<file path="src/rtl/instr_fetch_unit_pkg.sv">
// Shared definitions for the instruction fetch unit: branch opcodes,
// fetch FSM states and instruction field positions.
package instr_fetch_unit_pkg;

  localparam logic [5:0] OP_BEQ = 6'b000100;
  localparam logic [5:0] OP_BNE = 6'b000101;

  localparam int OPC_MSB = 31;
  localparam int OPC_LSB = 26;
  localparam int IMM_MSB = 15;
  localparam int IMM_LSB = 0;

  typedef enum logic [1:0] {
    IDLE    = 2'd0,
    FETCH   = 2'd1,
    BR_WAIT = 2'd2,
    DONE    = 2'd3
  } state_t;

  function automatic logic is_branch(input logic [5:0] op);
    return (op == OP_BEQ) || (op == OP_BNE);
  endfunction

endpackage

</file>
<file path="src/rtl/instr_fetch_unit_if.sv">
// Instruction-memory and datapath signals seen by the fetch unit; the fetch
// unit is the master, the memory/datapath side is the slave.
interface instr_fetch_unit_if #(
  parameter int PC_WIDTH = 4
);

  logic [PC_WIDTH-1:0] prog_counter;
  logic [31:0]         instruction;
  logic [31:0]         instr_out;
  logic                instr_valid;
  logic                stall;
  logic                cmp_valid;
  logic                rs_eq_rt;

  modport master (
    output prog_counter, instr_out, instr_valid,
    input  instruction, stall, cmp_valid, rs_eq_rt
  );

  modport slave (
    input  prog_counter, instr_out, instr_valid,
    output instruction, stall, cmp_valid, rs_eq_rt
  );

endinterface

</file>
<file path="src/rtl/instr_fetch_unit_branch_target_calc.sv">
// Next-PC computation: PC+1, plus the sign-extended immediate when a branch
// is taken, wrapped to PC_WIDTH bits and flagged when outside the program.
module instr_fetch_unit_branch_target_calc #(
  parameter int PC_WIDTH = 4,
  parameter int PROG_LEN = 11
) (
  input  logic                i_pc_dummy_unused,
  input  logic [PC_WIDTH-1:0] i_pc,
  input  logic signed [15:0]  i_imm16,
  input  logic                i_taken,
  output logic [PC_WIDTH-1:0] o_next_pc,
  output logic                o_out_of_range
);

  logic signed [15:0] w_offset;
  logic [15:0]        w_sum;
  logic               w_unused_hi;

  assign w_offset = i_taken ? i_imm16 : 16'sd0;

  // Modulo arithmetic: only the low PC_WIDTH bits of the 16-bit sum matter.
  assign w_sum          = 16'(i_pc) + 16'd1 + $unsigned(w_offset);
  assign o_next_pc      = w_sum[PC_WIDTH-1:0];
  assign o_out_of_range = int'(o_next_pc) >= PROG_LEN;
  assign w_unused_hi    = ^{w_sum, i_pc_dummy_unused};

endmodule

</file>
<file path="src/rtl/instr_fetch_unit.sv">
// Instruction fetch unit: walks the PC through instruction memory, issues one
// word per cycle, waits on the datapath compare for beq/bne, halts past PROG_LEN.
module instr_fetch_unit
  import instr_fetch_unit_pkg::*;
#(
  parameter int PC_WIDTH  = 4,
  parameter int PROG_LEN  = 11,
  parameter int CNT_WIDTH = 8
) (
  input  logic                 clk,
  input  logic                 rst_n,
  input  logic                 start,
  instr_fetch_unit_if.master   fetch,
  output logic                 busy,
  output logic                 done,
  output logic [CNT_WIDTH-1:0] issue_count
);

  state_t               r_state;
  logic [PC_WIDTH-1:0]  r_pc;
  logic [31:0]          r_instr;
  logic                 r_valid;
  logic                 r_busy;
  logic                 r_done;
  logic [CNT_WIDTH-1:0] r_cnt;

  logic                 w_fetch_branch;
  logic                 w_wait_beq;
  logic                 w_taken;
  logic [PC_WIDTH-1:0]  w_next_pc;
  logic                 w_next_oor;

  function automatic logic [CNT_WIDTH-1:0] sat_inc(input logic [CNT_WIDTH-1:0] v);
    return (&v) ? v : v + CNT_WIDTH'(1);
  endfunction

  assign w_fetch_branch = is_branch(fetch.instruction[OPC_MSB:OPC_LSB]);
  assign w_wait_beq     = (r_instr[OPC_MSB:OPC_LSB] == OP_BEQ);

  // The held branch in r_instr decides the sense of the compare; outside
  // BR_WAIT the calculator simply yields PC+1.
  assign w_taken = (r_state == BR_WAIT) &&
                   (w_wait_beq ? fetch.rs_eq_rt : !fetch.rs_eq_rt);

  instr_fetch_unit_branch_target_calc #(
    .PC_WIDTH (PC_WIDTH),
    .PROG_LEN (PROG_LEN)
  ) u_target (
    .i_pc_dummy_unused (1'b0),
    .i_pc              (r_pc),
    .i_imm16           (r_instr[IMM_MSB:IMM_LSB]),
    .i_taken           (w_taken),
    .o_next_pc         (w_next_pc),
    .o_out_of_range    (w_next_oor)
  );

  always_ff @(posedge clk or negedge rst_n) begin
    if (!rst_n) begin
      r_state <= IDLE;
      r_pc    <= '0;
      r_instr <= '0;
      r_valid <= 1'b0;
      r_busy  <= 1'b0;
      r_done  <= 1'b0;
      r_cnt   <= '0;
    end else begin
      r_valid <= 1'b0;
      case (r_state)
        IDLE, DONE: begin
          if (start) begin
            r_state <= FETCH;
            r_pc    <= '0;
            r_cnt   <= '0;
            r_busy  <= 1'b1;
            r_done  <= 1'b0;
          end
        end
        FETCH: begin
          if (!fetch.stall) begin
            r_instr <= fetch.instruction;
            r_valid <= 1'b1;
            r_cnt   <= sat_inc(r_cnt);
            if (w_fetch_branch) begin
              r_state <= BR_WAIT;
            end else if (w_next_oor) begin
              // PC keeps its last in-range value while DONE.
              r_state <= DONE;
              r_busy  <= 1'b0;
              r_done  <= 1'b1;
            end else begin
              r_pc <= w_next_pc;
            end
          end
        end
        BR_WAIT: begin
          if (fetch.cmp_valid) begin
            if (w_next_oor) begin
              r_state <= DONE;
              r_busy  <= 1'b0;
              r_done  <= 1'b1;
            end else begin
              r_state <= FETCH;
              r_pc    <= w_next_pc;
            end
          end
        end
        default: r_state <= IDLE;
      endcase
    end
  end

  assign fetch.prog_counter = r_pc;
  assign fetch.instr_out    = r_instr;
  assign fetch.instr_valid  = r_valid;
  assign busy               = r_busy;
  assign done               = r_done;
  assign issue_count        = r_cnt;

endmodule
</file>
<file path="src/flat_wrapper.sv">
// flat-port wrapper written by rule: the top's interface ports become plain ports
module instr_fetch_unit_flat import instr_fetch_unit_pkg::*;
#(
  parameter int PC_WIDTH  = 4,
  parameter int PROG_LEN  = 11,
  parameter int CNT_WIDTH = 8
)
  (clk, rst_n, start, busy, done, issue_count, fetch_prog_counter, fetch_instr_out, fetch_instr_valid, fetch_instruction, fetch_stall, fetch_cmp_valid, fetch_rs_eq_rt);
  instr_fetch_unit_if #(.PC_WIDTH(PC_WIDTH)) fetch_i ();
  input  logic clk;
  input  logic rst_n;
  input  logic start;
  output logic busy;
  output logic done;
  output logic [CNT_WIDTH-1:0] issue_count;
  output wire logic [$bits(fetch_i.prog_counter)-1:0] fetch_prog_counter;
  output wire logic [$bits(fetch_i.instr_out)-1:0] fetch_instr_out;
  output wire logic [$bits(fetch_i.instr_valid)-1:0] fetch_instr_valid;
  input wire logic [$bits(fetch_i.instruction)-1:0] fetch_instruction;
  input wire logic [$bits(fetch_i.stall)-1:0] fetch_stall;
  input wire logic [$bits(fetch_i.cmp_valid)-1:0] fetch_cmp_valid;
  input wire logic [$bits(fetch_i.rs_eq_rt)-1:0] fetch_rs_eq_rt;
  assign fetch_prog_counter = fetch_i.prog_counter;
  assign fetch_instr_out = fetch_i.instr_out;
  assign fetch_instr_valid = fetch_i.instr_valid;
  assign fetch_i.instruction = fetch_instruction;
  assign fetch_i.stall = fetch_stall;
  assign fetch_i.cmp_valid = fetch_cmp_valid;
  assign fetch_i.rs_eq_rt = fetch_rs_eq_rt;
  instr_fetch_unit #(.PC_WIDTH(PC_WIDTH), .PROG_LEN(PROG_LEN), .CNT_WIDTH(CNT_WIDTH)) u_core (.clk(clk), .rst_n(rst_n), .start(start), .fetch(fetch_i), .busy(busy), .done(done), .issue_count(issue_count));
endmodule
</file>
<file path="config.mk">
export PLATFORM = sky130hd
export DESIGN_NAME = instr_fetch_unit_flat
export DESIGN_NICKNAME = d
export VERILOG_FILES = /design/src/rtl/instr_fetch_unit_pkg.sv /design/src/rtl/instr_fetch_unit_if.sv /design/src/rtl/instr_fetch_unit_branch_target_calc.sv /design/src/rtl/instr_fetch_unit.sv /design/src/flat_wrapper.sv
export SDC_FILE = /design/constraint.sdc
export NUM_CORES = 1
export LEC_CHECK = 0
export ABC_AREA = 0
export CORE_MARGIN = 5
export CORE_UTILIZATION = 40
export DETAILED_ROUTE_END_ITERATION = 8
export GPL_TIMING_DRIVEN = 0
export HOLD_SLACK_MARGIN = 0.05
export MAX_ROUTING_LAYER = met4
export PLACE_DENSITY = 0.82
export SETUP_SLACK_MARGIN = 0.4
export SLEW_MARGIN = 20
export SYNTH_ARGS = -nofsm -noshare
export SYNTH_HDL_FRONTEND = slang
export SYNTH_SLANG_ARGS = --single-unit
</file>
<file path="constraint.sdc">
create_clock -name clk -period 4.6 [get_ports clk]
set_clock_uncertainty 0.1 [all_clocks]
set_input_delay 0.92 -clock clk [delete_from_list [all_inputs] [get_ports clk]]
set_output_delay 0.92 -clock clk [all_outputs]
set_load 0.01 [all_outputs]
</file>
=== Word level (Yosys, flattened, before mapping) ===
Index checks and enable logic that the tools add are counted.

* Memory bits (read-only): 0
* Output and inout bits: 47
* Memories kept: 0
* Latch bits: 0
* RAM bits: 0
* Flip-flop bits (word level): 49
* Word-level logic and storage cells: 68

* $add $sub $neg: 3
* Divide/modulo/power cells: 0
* Shifts and indexed selects: 0
* Equality and inequality tests: 12
* Muxes and demuxes: 33
* Bitwise logic cells: 1
* Reductions and logical operators: 11
* $lt $le $gt $ge: 1
* Multiply operators: 0

{| class="wikitable"
|+ Operator list
! operator !! number
|-
| $mux 4 || 6
|-
| $mux 8 || 3
|-
| $eq 6x3->1 const B || 3
|-
| $pmux 8 s2 || 1
|-
| $mux 1 || 13
|-
| $mux 2 || 6
|-
| $pmux 4 s3 || 1
|-
| $reduce_and 4->1 || 3
|-
| $ne 2x2->1 const B || 5
|-
| $add 8x1->8 const B || 1
|-
| $reduce_and 8->1 || 1
|-
| $pmux 1 s3 || 2
|-
| $pmux 2 s3 || 1
|-
| $add 4x1->4 const B || 1
|-
| $add 4x4->4 || 1
|-
| $eq 2x2->1 const B || 2
|-
| $ge 4x4->1 const B || 1
|-
| $ne 3x2->1 const B || 1
|-
| $eq 2x1->1 const B || 1
|-
| $logic_not 2->1 || 1
|-
| $reduce_and 2->1 || 1
|-
| $reduce_bool 2->1 || 1
|-
| $reduce_or 2->1 || 1
|-
| $logic_and 1x1->1 || 1
|-
| other kinds (3) || 3
|}

=== Longest topological paths before layout ===
Gate-level depths: netlist (run 1).

* Word-level depth: 10
* Mapped depth: 12
* Gate-level depth less buffers: 12

=== Modules after synthesis ===
Synthesis (run 1) repeated with hierarchy kept, for this count alone.

* Cell total of the unflattened synthesis: 198
* Area total of the unflattened synthesis: 2383.5 um^2

{| class="wikitable"
|+ Modules (own cells, without submodules)
! module !! area an instance (um^2) !! times used !! cells each !! sequential area each (um^2)
|-
| instr_fetch_unit || 2217.1 || 1 || 178 || 1226.2
|-
| instr_fetch_unit_branch_target_calc || 166.4 || 1 || 20 || 0.0
|}

=== Least setup slack after synthesis (run 1) ===
OpenSTA, ideal clock, no wires.

* Kind: input port to flip-flop
* Start: input port fetch_rs_eq_rt
* End: register u_core.r_state[1]
* Library setup time: 125 ps
* Cell stages on the path: 9
* Arrival: 2663 ps
* Setup slack: 1712 ps
* Buffers on the path: 0
* Cells stage by stage: xor2_1 and3_1 ha_1 a21oi_1 nand2_1 xnor2_2 xnor2_4 o21ai_2 mux2_4

* Cells in the longest elaborated chain, start to end: 9
* Elaborated cells between the ends (all ways): 11
* Those cells by class: add/sub (1); order compare (1); eq/ne (1); mux (5); reduce/logical (3)

{| class="wikitable"
|+ RTL lines
! item !! line !! source
|-
| start: declaration || flat_wrapper.sv:22 || <nowiki>input wire logic [$bits(fetch_i.rs_eq_rt)-1:0] fetch_rs_eq_rt;</nowiki>
|-
| $logic_not 1->1 || instr_fetch_unit.sv:43 || <nowiki>(w_wait_beq ? fetch.rs_eq_rt : !fetch.rs_eq_rt);</nowiki>
|-
| $mux 1 (*) || instr_fetch_unit.sv:43 ||
|-
| $logic_and 1x1->1 (*) || instr_fetch_unit.sv:42 || <nowiki>assign w_taken = (r_state == BR_WAIT) &&</nowiki>
|-
| $mux 4 (*) || instr_fetch_unit_branch_target_calc.sv:19 || <nowiki>assign w_offset = i_taken ? i_imm16 : 16'sd0;</nowiki>
|-
| $add 4x4->4 (*) || instr_fetch_unit_branch_target_calc.sv:22 || <nowiki>assign w_sum = 16'(i_pc) + 16'd1 + $unsigned(w_offset);</nowiki>
|-
| $ge 4x4->1 (*) || instr_fetch_unit_branch_target_calc.sv:24 || <nowiki>assign o_out_of_range = int'(o_next_pc) >= PROG_LEN;</nowiki>
|-
| $mux 2 || instr_fetch_unit.sv:97 || <nowiki>if (w_next_oor) begin</nowiki>
|-
| $mux 2 || instr_fetch_unit.sv:96 || <nowiki>if (fetch.cmp_valid) begin</nowiki>
|-
| $pmux 2 s3 || instr_fetch_unit.sv:68 || <nowiki>case (r_state)</nowiki>
|-
| end signal: assignment || instr_fetch_unit.sv:71 || <nowiki>r_state <= FETCH;</nowiki>
|-
| end signal: assignment || instr_fetch_unit.sv:98 || <nowiki>r_state <= DONE;</nowiki>
|-
| end signal: assignment || instr_fetch_unit.sv:102 || <nowiki>r_state <= FETCH;</nowiki>
|-
| end: declaration || instr_fetch_unit.sv:19 || <nowiki>state_t r_state;</nowiki>
|}

Every way passes the cells marked *; elsewhere a longest branch is shown, timed or not. The select of a mux whose other input is x is not followed.
A chain may end at the register's enable or synchronous reset.

=== Final worst setup path (run 1) ===
Ends and elaborated chain as after synthesis.

==> results_dict.tcl, run 1 <==
set metrics [dict create \
    relSlewSlack 0.5570 \
    die_x_um 86.16 \
    post-synth-top-count-cell "dfrtp_1" \
    power_density_mw_per_mm2 627.8 \
    viasPerCell 5.042 \
    cts_made_buffers 5 \
    antenna_found_initial 0 \
    grtUsageTotal 0.1540 \
    syn2layout_area_growth_pct 44.98 \
    synthArstFlopShare 1.000 \
    timing.rr.end "u_core.r_state[1]" \
    post-route-cell-area_mm2 0.003363 \
    reg2reg_slack_ps 1550 \
    holdPathStages 1 \
    synthFlopType "dfrtp_1" \
    placed_area_mm2 0.003273 \
    slew_violations 0 \
    fp.dieArea_mm2 0.007423 \
    start_util 0.4162 \
    synthDominantCellAreaShare 0.5286 \
    finalCritPeriodShare 0.7103 \
    core.rowCount 27 \
    synth_common_cells "49 x dfrtp_1, 32 x mux2_2, 12 x nand2_1, 11 x nor2_1, 9 x inv_1" \
    hold_buffers 0 \
    numPortBuffers 84 \
    wl_per_cell_um 14.53 \
    gr-total-overflow 0 \
    syn-num-nets 236 \
    clock_sinks 49 \
    drv_cap 0 \
    cp-end-kind "flop" \
    fillers 483 \
    synth_area_leaders "dfrtp_1 53%, mux2_2 16%, ha_1 3.2%, nand2_1 1.9%, nor2_1 1.8%" \
    cts_resized 0 \
    layout_min_cycle_time_ps 3267 \
    pre_cts_ws_ps 1011 \
    synth_seq_cells 49 \
    synth_edf_count 0 \
    cp_num_buf_inv 1 \
    clockBufferDepth 2 \
    crit_chain "clkdlybuf4s50_1, xor2_1, nand3_1, ha_1, fa_1, xnor2_1, or2_2, nand2_1, o21ai_2, mux2_4" \
    finalSetupTns_ps 0 \
    fmax_mhz 306.1 \
    cp_max_fo 3 \
    nNetsFinal 328 \
    post_cts_buffers 0 \
    cts_tree "built" \
    cp_data_arrival_time_ps 3350 \
    min_from "u_core.done" \
    cts.clk_slew.worst_paths_ps 90 \
    yosysWarnings 0 \
    gp_congestion 0.8439 \
    cts-root-buf "clkbuf_8" \
    start_kind "input port" \
    worst_pin_slew_ps 664.5 \
    core_mm2 0.005574 \
    grt_max_degree 29 \
    dp_hpwl_um 4160 \
    ant_nets 0 \
    drt_iter0_drc 38 \
    syn_inst 191 \
    io_pins 85 \
    status "finished clean" \
    grt_setup_unrepaired "no" \
    htree_levels 2 \
    grt_first_pass_wirelength_um 8811 \
    grt_pass1_vias 1894 \
    first_pass_iters 4 \
    yosys.area.top_type "dfrtp_1" \
    min_to "u_core.done" \
    synth.distinct_cells 42 \
    ys_seq_area_frac 0.5286 \
    clock_latency_ps 300 \
    die_y_um 86.16 \
    final_layout_size_suffix_gt1_frac 0.1796 \
    crit_path_max_incr_delay_ps 500 \
    ff2ff_path_depth 11 \
    vias 1795 \
    setup_viol 0 \
    drc 0 \
    syn-cell-area_mm2 0.002320 \
    timing.rr.start "u_core.fetch.instr_out[31]" \
    cpMaxStageDelayCell "clkdlybuf4s50_1" \
    hold_viol_final 0 \
    timing.final.ws_setup_ps 1333 \
    hp-class "flop to flop" \
    crit_type "input port to flop" \
    hold_ws_ps 402.0 \
    n_antenna_cell 0 \
    critical-path-top-delay-family "adder cells" \
    p_leak_nw 1.391 \
    ir_worst_vdd_v 0.0003904 \
    worstPathRequired_ps 4690 \
    post_synth.cell_area_avg_um2 12.15 \
    wirelength_um 5174 \
]
[worst max path at each step]
stage / from / to / slack (ps) / cells past startpoint
6_report: fetch_rs_eq_rt / u_core.r_state[1] / 1330 / 10
5_1_grt: fetch_rs_eq_rt / u_core.r_state[1] / 1180 / 10
4_1_cts: fetch_rs_eq_rt / u_core.r_state[1] / 1340 / 10
3_5_place_dp: fetch_rs_eq_rt / u_core.r_state[1] / 1010 / 10
3_3_place_gp: fetch_rs_eq_rt / u_core.r_state[1] / 1050 / 10
2_1_floorplan: fetch_rs_eq_rt / u_core.r_state[1] / 1710 / 9
[placed cells by master (no fill, tap or decap), drive strengths merged, types with 2 or more instances in the layout]
| cell type | netlist | final |
|---|---|---|
| a21oi | 6 | 6 |
| and3 | 2 | 2 |
| buf | 4 | 6 |
| clkbuf | 2 | 7 |
| clkdlybuf4s50 | 0 | 83 |
| dfrtp | 49 | 49 |
| ha | 6 | 6 |
| inv | 9 | 10 |
| mux2 | 34 | 34 |
| nand2 | 12 | 12 |
| nand2b | 3 | 3 |
| nand3 | 6 | 6 |
| nand3b | 4 | 4 |
| nor2 | 11 | 11 |
| nor2b | 2 | 2 |
| nor4 | 2 | 2 |
| o21a | 2 | 2 |
| o21ai | 7 | 7 |
| o2bb2ai | 2 | 2 |
| o31ai | 3 | 3 |
| or3 | 5 | 5 |
| xnor2 | 5 | 5 |
| xor2 | 2 | 2 |
[cells by family (layout without fill, tap and decap cells)]
kind of cell,Yosys count,count (layout),share of synthesized area
multiplexers,35,35,0.1726
adder cells (fa/ha/maj),7,7,0.04099
flip-flops,49,49,0.5286
AND/OR/NAND/NOR,51,51,0.1122
AO/OA/AOI/OAI,27,27,0.08307
XOR/XNOR,7,7,0.03776
buffers and inverters,15,108,0.02481
[worst reg2reg max path, cell delays in order, from the launching register on]
cell,delay (ps)
dfrtp_1,410
nor4_1,300
nand3b_1,180
xor2_1,230
nand3_1,110
ha_1,220
fa_1,380
xnor2_1,270
or2_2,170
nand2_1,60
o21ai_2,180
mux2_4,320
[report_power, final]
part           internal (W)  total (W)  switching (W)
Clock              0.000108   0.000254       0.000146
Sequential         0.000618   0.000741       0.000123
Combinational      0.000635    0.00112       0.000482
[registers in the layout (all words and copies together) (netlist names)]
signal                     cells
u_core.fetch.instr_out        32
u_core.issue_count             8
u_core.fetch.prog_counter      4
u_core.r_state                 2
u_core.busy                    1
u_core.done                    1
u_core.fetch.instr_valid       1
[per-layer routing]
| metal | routed length, um | vias up | GRT usage |
|---|---|---|---|
| met5 | 0 | - | - |
| met4 | 59 | 0 | 0.04317 |
| met3 | 408 | 8 | 0.05764 |
| met2 | 2562 | 59 | 0.2481 |
| met1 | 2143 | 870 | 0.1802 |
| li1 | - | 858 | - |
[area by class of cell]
type	count	area [um2]	area share
Sequential cell	49	1226	0.3646
Multi-Input combinational cell	127	1036	0.3080
Timing Repair Buffer	85	863.3	0.2567
Tap cell	72	90.09	0.02679
Clock buffer	5	68.82	0.02046
Inverter	9	33.78	0.01004
Buffer	6	23.77	0.007068
Clock inverter	3	21.27	0.006324
[per-stage QoR]
stage,cells,util,total power [W]
global route,356,0.6034,0.002275
CTS,356,0.6034,0.002147
finish,356,0.6034,0.002112
floorplan,191,-,0.001351
detailed placement,348,0.5872,0.001884
global placement,347,0.5832,0.001847
No activity file was read; power rests on OpenSTA's default activity.
==> inputs of run 2 (changes only) <==
Settings changed: PLACE_DENSITY 0.82 to 0.85.
Clock period 4.6 ns to 2.7 ns, I/O delays scaled along.
==> run 2 against run 1 <==
Net effect: the flow now finishes with violations (setup timing); utilization up 3.3 points; sequential power up 71%; combinational power up 95%; power up 85%; flip-flop and latch count unchanged; via count up 3.5%; cell area up 5.5%; clock-buffer cell count up 1; register-to-register slack worse by 1800 ps; worst setup slack worse by 1500 ps; non-clock buffer count up 11; routed wire length up 10%; critical path type is now flop to flop; critical endpoint unchanged; largest cell class unchanged.
==> results_dict.tcl, run 2 (synthesis gave the netlist of run 1 again) <==
set metrics [dict create \
    cts_made_buffers 5 \
    final_layout_size_suffix_gt1_frac 0.2644 \
    die_x_um 86.16 \
    start_kind "flop" \
    cp_max_fo 7 \
    grt_pass1_vias 1910 \
    p_leak_nw 1.455 \
    numPortBuffers 84 \
    antenna_found_initial 0 \
    slew_violations 0 \
    fp.dieArea_mm2 0.007423 \
    wl_per_cell_um 15.54 \
    pwr-share-comb 0.557 \
    grt_first_pass_wirelength_um 8942 \
    grt_max_degree 29 \
    grtUsageTotal 0.1571 \
    crit_type "flop to flop" \
    final_cell_mix "83 x clkdlybuf4s50_1, 49 x dfrtp_1, 32 x mux2_2" \
    clock_latency_ps 300 \
    pre_cts_ws_ps -481.7 \
    cp_data_arrival_time_ps 3000 \
    die_y_um 86.16 \
    syn2layout_area_growth_pct 53.02 \
    clockBufferDepth 2 \
    reg2reg_slack_ps -200 \
    relSlewSlack 0.6448 \
    p_switching_w 0.001402 \
    drt_iter0_drc 34 \
    cts.clk_slew.worst_paths_ps 90 \
    p_seq_frac 0.326 \
    p_sw_frac 0.3586 \
    drc 0 \
    violations "setup timing" \
    finalSetupTns_ps -966.0 \
    core.rowCount 27 \
    nNetsFinal 339 \
    gr-total-overflow 0 \
    timing.final.ws_setup_ps -204.6 \
    hold_viol_final 0 \
    gp_congestion 0.8448 \
    cts_tree "built" \
    worst_pin_slew_ps 529.6 \
    status "finished, violations left" \
    worstPathRequired_ps 2790 \
    layout_min_cycle_time_ps 2905 \
    vias 1857 \
    io_pins 85 \
    hold_ws_ps 104.6 \
    largest_register_ffs 32 \
    wirelength_um 5703 \
    finalCritPeriodShare 1.076 \
    cts-root-buf "clkbuf_8" \
    clock_sinks 49 \
    placed_cells 348 \
    hp-class "input port to asynchronous set/reset pin" \
    fin_util 0.6368 \
    internal-power_w 0.002506 \
    layoutNonFillerInstCount 367 \
    drv_cap 0 \
    first_pass_iters 4 \
    dp_hpwl_um 4249 \
    htree_levels 2 \
    power_density_mw_per_mm2 1101 \
    viasPerCell 5.060 \
    n_antenna_cell 0 \
    ir_worst_vdd_v 0.0005340 \
    fillers 443 \
    core_mm2 0.005574 \
    ant_nets 0 \
    fmax_mhz 344.3 \
    start_util 0.4162 \
    setup_viol 8 \
    layout_commonest_cell "clkdlybuf4s50_1" \
    grt_setup_unrepaired "yes" \
    clkPwrFrac 0.117 \
    hold_buffers 0 \
    cp-end-kind "flop" \
]
==> run 2: cell types whose count changed in the layout (fill, tap and decap cells not counted), moves of 2 or more <==
cell	change
buf_4	+11
ha_1	-3
ha_2	+2
nand2_1	-2
nand2_2	+2
==> run 2: what timing repair did <==
| action | 4_1_cts | 5_1_grt |
|---|---|---|
| pin swaps | 7 | 10 |
| resized for setup | 4 | 6 |
| buffers inserted | 5 | 6 |
| endpoints found under the setup margin | 9 | 25 |
==> run 2: metal layers <==
metal	GRT usage	vias up	part of all wire
li1	-	883	-
met5	-	-	0
met4	0.04460	0	0.015
met1	0.1903	907	0.42
met2	0.2593	59	0.51
met3	0.03939	8	0.058
==> run 2: final cells by class <==
cell class / count / area, um2 / area share
Sequential cell: 49 / 1226 / 0.3454
Multi-Input combinational cell: 127 / 1141 / 0.3215
Timing Repair Buffer: 96 / 938.4 / 0.2644
Tap cell: 72 / 90.09 / 0.02538
Clock buffer: 6 / 82.58 / 0.02326
Inverter: 9 / 33.78 / 0.009517
Buffer: 6 / 23.77 / 0.006697
Clock inverter: 2 / 13.76 / 0.003877
==> run 2: final timing paths <==
path | startpoint | to | depth (start not counted)
worst min-delay path | rst_n | u_core.r_state[1] | 1
worst max register to register | u_core.fetch.instr_out[26] | u_core.r_state[1] | 11
min in group clk | u_core.done | u_core.done | 1
max in group asynchronous | rst_n | u_core.fetch.instr_out[21] | 2
worst max-delay path | u_core.fetch.instr_out[26] | u_core.r_state[1] | 11
worst min register to register | u_core.done | u_core.done | 1
==> run 2: critical path, cell delays in order (launching register included) <==
cell and delay, ps:
dfrtp_1 400, nor4_2 300, nand3b_1 180, xor2_2 230, and3_4 230, ha_4 210
a21oi_2 150, nand2_2 110, xnor2_4 230, xnor2_4 140, o21ai_2 190, mux2_4 310
==> run 2: metrics by stage <==
| stage | instance area [um2] | power (W) |
|---|---|---|
| floorplan | 2359 | 0.002360 |
| global placement | 3289 | 0.003206 |
| detailed placement | 3304 | 0.003269 |
| CTS | 3466 | 0.003828 |
| global route | 3550 | 0.004161 |
| finish | 3550 | 0.003908 |
==> run 2: power groups by stage <==
stage / logic [W] / registers [W] / clock network (W)
after CTS: 0.00208 / 0.00127 / 0.000477
after detailed placement: 0.00199 / 0.00128 / 0
final: 0.00218 / 0.00127 / 0.000458
after global routing: 0.00233 / 0.00132 / 0.000508
after global placement: 0.00194 / 0.00126 / 0
after floorplan: 0.000961 / 0.00140 / 0
==> inputs of run 3 (changes only) <==
Settings changed: SKIP_LAST_GASP set to 1.
==> results of run 3 <==
No change in the layout: final DEF, timing and power equal those of run 2.
